<file path="src/rtl/instr_exec_unit.sv">
// Execution stage behind the instruction register: single-cycle ALU ops plus an
// iterative restoring divider for DIV/MOD, with a registered valid/ready result.

package instr_exec_pkg;
    typedef enum logic [2:0] {
        ZERO  = 3'd0,
        PASSA = 3'd1,
        PASSB = 3'd2,
        ADD   = 3'd3,
        SUB   = 3'd4,
        MULT  = 3'd5,
        DIV   = 3'd6,
        MOD   = 3'd7
    } opcode_t;

    typedef logic signed [31:0] operand_t;

    typedef struct packed {
        opcode_t  opc;
        operand_t op_a;
        operand_t op_b;
    } instruction_t;
endpackage

// state  | meaning
// IDLE   | ready for a new instruction when the output register is free
// DIVIDE | one quotient bit per cycle, MSB first, OP_W iterations
// FIXUP  | apply signs to quotient/remainder and load the result register
module instr_exec_unit
    import instr_exec_pkg::*;
#(
    parameter int OP_W  = 32,
    parameter int RES_W = 64
) (
    input  logic                    clk,
    input  logic                    reset_n,
    input  logic                    in_valid,
    output logic                    in_ready,
    input  instruction_t            instruction_word,
    output logic                    out_valid,
    input  logic                    out_ready,
    output logic signed [RES_W-1:0] result,
    output opcode_t                 result_opc,
    output logic                    div_by_zero,
    output logic                    busy
);

    localparam int CNT_W = $clog2(OP_W);

    typedef enum logic [1:0] {IDLE, DIVIDE, FIXUP} state_t;

    state_t                  state;
    state_t                  state_nxt;

    logic                    accept;
    logic                    is_divmod;
    logic                    op_b_zero;
    logic                    start_div;
    logic                    load_single;
    logic                    dbz_single;

    logic [OP_W-1:0]         op_a;
    logic [OP_W-1:0]         op_b;
    logic signed [RES_W-1:0] a_ext;
    logic signed [RES_W-1:0] b_ext;
    logic signed [RES_W-1:0] single_res;
    logic [OP_W-1:0]         abs_a;
    logic [OP_W-1:0]         abs_b;

    logic [OP_W-1:0]         quo;
    logic [OP_W-1:0]         rem;
    logic [OP_W-1:0]         divisor;
    logic [OP_W-1:0]         rem_nxt;
    logic [OP_W:0]           rem_shift;
    logic [OP_W:0]           trial;
    logic                    neg_q;
    logic                    neg_r;
    opcode_t                 div_opc;
    logic [CNT_W-1:0]        cnt;

    logic [RES_W-1:0]        q_mag;
    logic [RES_W-1:0]        r_mag;
    logic signed [RES_W-1:0] fix_res;

    assign accept = in_valid && in_ready;

    // Decode the incoming word and compute every single-cycle result.
    always_comb begin
        op_a       = instruction_word.op_a;
        op_b       = instruction_word.op_b;
        a_ext      = {{(RES_W-OP_W){op_a[OP_W-1]}}, op_a};
        b_ext      = {{(RES_W-OP_W){op_b[OP_W-1]}}, op_b};
        abs_a      = op_a[OP_W-1] ? (~op_a + 1'b1) : op_a;
        abs_b      = op_b[OP_W-1] ? (~op_b + 1'b1) : op_b;
        is_divmod  = (instruction_word.opc == DIV) || (instruction_word.opc == MOD);
        op_b_zero  = (op_b == '0);
        dbz_single = is_divmod && op_b_zero;
        start_div  = accept && is_divmod && !op_b_zero;
        // A zero divisor short-circuits to a single-cycle result of 0.
        load_single = accept && !start_div;
        single_res = '0;
        case (instruction_word.opc)
            PASSA:   single_res = a_ext;
            PASSB:   single_res = b_ext;
            ADD:     single_res = a_ext + b_ext;
            SUB:     single_res = a_ext - b_ext;
            MULT:    single_res = a_ext * b_ext;
            default: single_res = '0;
        endcase
    end

    // One restoring-division step and the final sign correction.
    always_comb begin
        rem_shift = {rem, quo[OP_W-1]};
        trial     = rem_shift - {1'b0, divisor};
        rem_nxt   = trial[OP_W] ? rem_shift[OP_W-1:0] : trial[OP_W-1:0];
        q_mag     = {{(RES_W-OP_W){1'b0}}, quo};
        r_mag     = {{(RES_W-OP_W){1'b0}}, rem};
        if (div_opc == MOD) begin
            fix_res = neg_r ? -r_mag : r_mag;
        end else begin
            fix_res = neg_q ? -q_mag : q_mag;
        end
    end

    // FSM state register.
    always_ff @(posedge clk) begin
        if (!reset_n) begin
            state <= IDLE;
        end else begin
            state <= state_nxt;
        end
    end

    // FSM next-state logic.
    always_comb begin
        state_nxt = state;
        case (state)
            IDLE:    if (start_div) state_nxt = DIVIDE;
            DIVIDE:  if (cnt == CNT_W'(OP_W-1)) state_nxt = FIXUP;
            FIXUP:   state_nxt = IDLE;
            default: state_nxt = IDLE;
        endcase
    end

    // FSM outputs: handshake readiness and divider activity.
    always_comb begin
        in_ready = reset_n && (state == IDLE) && (!out_valid || out_ready);
        busy     = (state != IDLE);
    end

    // Divider working registers.
    always_ff @(posedge clk) begin
        if (!reset_n) begin
            quo     <= '0;
            rem     <= '0;
            divisor <= '0;
            neg_q   <= 1'b0;
            neg_r   <= 1'b0;
            div_opc <= ZERO;
            cnt     <= '0;
        end else if (start_div) begin
            quo     <= abs_a;
            rem     <= '0;
            divisor <= abs_b;
            neg_q   <= op_a[OP_W-1] ^ op_b[OP_W-1];
            neg_r   <= op_a[OP_W-1];
            div_opc <= instruction_word.opc;
            cnt     <= '0;
        end else if (state == DIVIDE) begin
            rem <= rem_nxt;
            quo <= {quo[OP_W-2:0], ~trial[OP_W]};
            cnt <= cnt + 1'b1;
        end
    end

    // Output register: loads on a single-cycle accept or at FIXUP, holds under backpressure.
    always_ff @(posedge clk) begin
        if (!reset_n) begin
            out_valid   <= 1'b0;
            result      <= '0;
            result_opc  <= ZERO;
            div_by_zero <= 1'b0;
        end else if (load_single) begin
            out_valid   <= 1'b1;
            result      <= single_res;
            result_opc  <= instruction_word.opc;
            div_by_zero <= dbz_single;
        end else if (state == FIXUP) begin
            out_valid   <= 1'b1;
            result      <= fix_res;
            result_opc  <= div_opc;
            div_by_zero <= 1'b0;
        end else if (out_ready) begin
            out_valid <= 1'b0;
        end
    end

endmodule

</file>
<file path="config.mk">
export PLATFORM = sky130hd
export DESIGN_NAME = instr_exec_unit
export DESIGN_NICKNAME = d
export VERILOG_FILES = /design/src/rtl/instr_exec_unit.sv
export SDC_FILE = /design/constraint.sdc
export NUM_CORES = 2
export LEC_CHECK = 0
export ABC_AREA = 1
export CAP_MARGIN = 20
export CORE_UTILIZATION = 34
export DETAILED_ROUTE_END_ITERATION = 8
export REMOVE_ABC_BUFFERS = 1
export SYNTH_ARGS = -nofsm -noshare
export SYNTH_HDL_FRONTEND = slang
export SYNTH_SLANG_ARGS = --single-unit
</file>
<file path="constraint.sdc">
create_clock -name clk -period 18.2 [get_ports clk]
set_clock_uncertainty 0.1 [all_clocks]
set_input_delay 2.73 -clock clk [delete_from_list [all_inputs] [get_ports clk]]
set_output_delay 2.73 -clock clk [all_outputs]
set_load 0.01 [all_outputs]
</file>
Word level (Yosys, flattened, before mapping)
Index checks and enable logic that the tools add are counted.
- add/subtract/negate cells: 8
- multiply operators: 1
- eq/ne operators: 13
- mux-type cells: 21
- bitwise operators: 5
- reductions and logical operators: 20
- operators with widths (operator ; number):
    two-way mux 64 bit ; 5
    one-hot mux 64 bit (5 select lines) ; 1
    two-way mux 32 bit ; 5
    negator 32 -> 64 bit ; 2
    adder 32 x 1 -> 32 bit, second input constant ; 2
    multiplier 32 x 32 -> 64 bit ; 1
    NOT 32 bit ; 2
    adder 32 x 32 -> 33 bit ; 1
    subtractor 32 x 32 -> 33 bit ; 1
    subtractor 33 x 32 -> 33 bit ; 1
    zero test 32 bit ; 1
    equality test 3 bit, second input constant ; 5
    logical AND 1 bit ; 7
    equality test 3 x 2 -> 1 bit, second input constant ; 2
    two-way mux 3 bit ; 2
    nonzero test 2 bit ; 3
    adder 5 x 1 -> 5 bit, second input constant ; 1
    equality test 5 bit, second input constant ; 1
    two-way mux 1 bit ; 5
    two-way mux 2 bit ; 2
    inequality test 2 bit, second input constant ; 2
    one-hot mux 2 bit (2 select lines) ; 1
    equality test 3 x 1 -> 1 bit, second input constant ; 1
    zero test 1 bit ; 3
    other kinds (9) ; 11
- register bits after elaboration: 177
- bits of input ports: 71
- output and inout bits: 71

Longest topological paths before layout
- word-level depth: 9
- mapped depth: 37
- mapped depth without buffers: 33

Least setup slack after synthesis
No wires, ideal clock.
- path kind: input to register
- start: input instruction_word[63] (netlist bit)
- end: register result[54]
- setup time: 0.117 ns
- data arrival time: 10.257 ns
- data required time: 17.983 ns
- slack: 7.726 ns
- stages on the path: 34
- buffers on the path: 4
- cell sequence: clkbuf_1 buf_1 clkbuf_1 buf_1 nand2_1 inv_1 fa_1 inv_1 fa_1 inv_1 fa_1 fa_1 inv_1 fa_1 inv_1 fa_1 inv_1 fa_1 inv_1 fa_1 ha_1 nand2_1 nor2_1 inv_1 nor2_1 nand2_1 nor3_1 nand2_1 nand3_1 nand2_1 nand3_1 nand2_1 nand2_1 a21oi_1
- cells in the longest elaborated chain, start to end: 3
- elaborated cells between the ends (all ways): 5
- those cells by class: add/sub (2); mul (1); mux (2)
- ends and longest elaborated chain (element ; RTL line ; source):
    start, declared ; 39 ; input instruction_t instruction_word,
    multiplier 32 x 32 -> 64 bit (tied with other cells) ; 107 ; MULT: single_res = a_ext * b_ext;
    one-hot mux 64 bit (5 select lines) * ; 102 ; case (instruction_word.opc)
    two-way mux 64 bit * ; 184 ; end else if (load_single) begin
    end signal, assigned ; 186 ; result <= single_res;
    end signal, assigned ; 191 ; result <= fix_res;
    end, declared ; 42 ; output logic signed [RES_W-1:0] result,
Every way passes the cells marked *; elsewhere a longest branch is shown, timed or not.
A chain may end at the register's enable or synchronous reset.

Worst setup path after layout
- start: input instruction_word[4] (netlist bit)
- end: register result[54]
- cells in the longest elaborated chain, start to end: 6
- elaborated cells between the ends (all ways): 11
- those cells by class: add/sub (2); mul (1); mux (2); reduce/logical (6)
- ends and longest elaborated chain (element):
    parallel branches: the longest is 6 deep, another holds multiplier 32 x 32 -> 64 bit
Parallel ways; which one is timed is not known.

==> run_results.csv <==
group,metric,value,unit
synthesis,ys_ff_latch,177,
timing,max_slew_margin,21.45,%
global_route,grt_pass1_vias,55662,
cts,cts_buffers,17,
cts,hold_buffers,0,
synthesis,syn_inst,8474,
cts,clock-sinks,177,
synthesis,ys_warn_count,0,
synthesis,yosysMostFrequentCell,"nand2_1",
synthesis,async_reset_ff_share,0,%
global_route,grt_pass1_wl,347500,µm
floorplan,initial_core_util,34.20,%
placed_design,port_buffers,141,
synthesis,synth-edff-count,0,
cts,cts-resized-gates,0,
routing,wirelength,226600,µm
critical_path,crit_top_cell,"fa_1",
cts,cts_tree,"done",
routing,wl_per_cell,21.45,µm
routing,vias,53911,
floorplan,core-area,0.1693,mm²
routing,viasPerCell,5.105,
critical_path,max_stage_delay,910,ps
placed_design,hpwl,182900,µm
global_route,grt_overflow_total,0,
synthesis,syn_area,0.05790,mm²
routing,ant_nets,0,
cts,cts_max_level,4,
synthesis,synth_area_leaders,"fa_1 (38%), nand2_1 (16%), inv_1 (14%)",
critical_path,crit_arrival,10930,ps
synthesis,synth.top_cell.area_share,37.51,%
cts,cts_max_path_buffers,2,
placed_design,dp_slack,7014,ps
critical_path,cp-start-kind,"input pin",
run_status,status,"complete, no violations",
floorplan,die_y,414.7,µm
critical_path,crit_type,"input pin to flip-flop",
cts,cts_setup_buffers,0,
cts,root_buffer,"clkbuf_16",
critical_path,crit_required,18540,ps
synthesis,netlist_top_cells_count,"nand2_1 (2438), inv_1 (2154), fa_1 (1085)",
timing,hold_violations,0,
hold_path,hold_path.class,"flip-flop to flip-flop",
timing,worstMarginPinSlew,1168,ps
synthesis,yosys.area.top_type,"fa_1",
critical_path,slowest_stage,"fa_1",
floorplan,die_w,414.7,µm
synthesis,ys_types,55,
cts,clk_pin_slew,140,ps
finish,nets,9771,
finish,synthToLayoutAreaGrowth,6.269,%
finish,stdcell_count,10560,
critical_path,cp_max_fo,35,
floorplan,rows,151,
placed_design,dp_cells,10523,
synthesis,synth_ff_type,"dfxtp_1",
routing,drt_iter0_drc,4923,
timing,timing.final.max_slew_violations,0,
critical_path,cp-end-kind,"flip-flop",
global_route,antenna_found_initial,8,
flow_run,max_cap_violations,0,
timing,worst_slack,7610,ps
floorplan,ios,142,
routing,first_pass_iters,8,
global_route,grt_max_degree,76,
finish,drive_above_1_share,2.974,%
timing,fin_crit,10590,ps
timing,post-route-period-util,58.18,%
timing,setup_violations,0,
timing,timing.fmax,0.09443,GHz
timing,rsz0062_at_grt,"false",
cts,clock_latency,550,ps
synthesis,avgSynthCellArea,6.833,µm²
synthesis,seq_area_frac_synth,6.120,%
routing,drc_errors,0,
global_route,grt_use_total,26.59,%
timing,fin_setup_tns,0,ps
floorplan,dieArea,0.1719,mm²
placed_design,gp_congestion,1.017,
==> sequential cells by signal (all words and copies together) (netlist names) <==
name         count
neg_q            1
rem             32
quo             32
div_opc          3
out_valid        1
div_by_zero      1
divisor         32
result_opc       3
cnt              5
state            2
neg_r            1
result          64
==> layout by cell type, fill, tap and decap left out, types with 6 or more instances in the layout <==
cell type,instances
nor2_2,10
o21ai_1,34
or2_2,9
a21boi_0,10
nand4_1,83
nor4_1,17
nand3_1,407
nand2_1,2438
o2111ai_1,6
o211ai_1,13
o22ai_1,27
and3_1,8
o21ai_0,260
nor2_1,392
inv_1,2154
a31oi_1,22
dfxtp_1,177
clkdlybuf4s50_1,86
nand3b_1,16
xor2_1,53
clkbuf_16,17
buf_2,53
fa_1,1085
buf_4,89
and2_1,11
inv_2,27
o21bai_1,36
nor3_1,61
clkinv_8,7
a21oi_1,343
xnor2_1,21
ha_1,289
o21a_1,6
==> worst max-delay path: cells and delay by family <==
kind / cells / cell delay, ps
simple gates: 12 / 1400
compound gates: 1 / 70
buf+inv: 9 / 1830
fa+ha+maj: 9 / 4840
==> routing by layer <==
layer | GRT usage, % | up-vias | share of wire (%)
li1 | - | 24601 | -
met1 | 34.12 | 26666 | 41
met2 | 44.96 | 2209 | 48
met3 | 3.137 | 431 | 6.8
met4 | 11.64 | 4 | 5.0
met5 | 0 | - | 0.014
==> layout make-up <==
class	count	area [µm²]
antenna	3	7.507
inverter	2185	8204
clock inverter	15	201.4
tap	2218	2775
multi-input combinational	5714	44520
clock buffer	17	425.4
fill	18313	107800
sequential	177	3543
timing repair buffer	231	1854
==> path summary, 6_finish.rpt <==
path / cells past startpoint / startpoint / end / slack, ps
worst max-delay path: 31 / instruction_word[4] / result[54] / 7610
worst min-delay path: 2 / result_opc[2] / result_opc[2] / 380
worst max register to register: 11 / state[0] / result[32] / 13950
worst min register to register: 2 / result_opc[2] / result_opc[2] / 380
==> metrics by stage <==
| stage | hold WS [ps] | utilization [%] | cell area, µm² |
|---|---|---|---|
| 3_3_place_gp | 354.1 | 35.94 | 60840 |
| 6_report | 375.9 | 36.35 | 61530 |
| 4_1_cts | 377.5 | 36.31 | 61470 |
| 2_1_floorplan | 340.7 | - | 56250 |
| 3_5_place_dp | 364.8 | 35.94 | 60840 |
| 5_1_grt | 392.9 | 36.34 | 61520 |
==> cell families (layout without fill, tap and decap cells) <==
| logic type | after synthesis | count (layout) | share of synthesized area, % |
|---|---|---|---|
| and+or+nand+nor | 3475 | 3475 | 24.53 |
| buffers and inverters | 2583 | 2448 | 17.02 |
| adders and majority gates | 1374 | 1374 | 43.76 |
| AOI/OAI and AO/OA | 791 | 791 | 7.455 |
| DFF | 177 | 177 | 6.120 |
| xor gates and xnor gates | 74 | 74 | 1.119 |
| other | 0 | 3 | 0 |
Power is not shown: default switching activity piles up to over one toggle a cycle in this logic, so the estimate is an artifact.
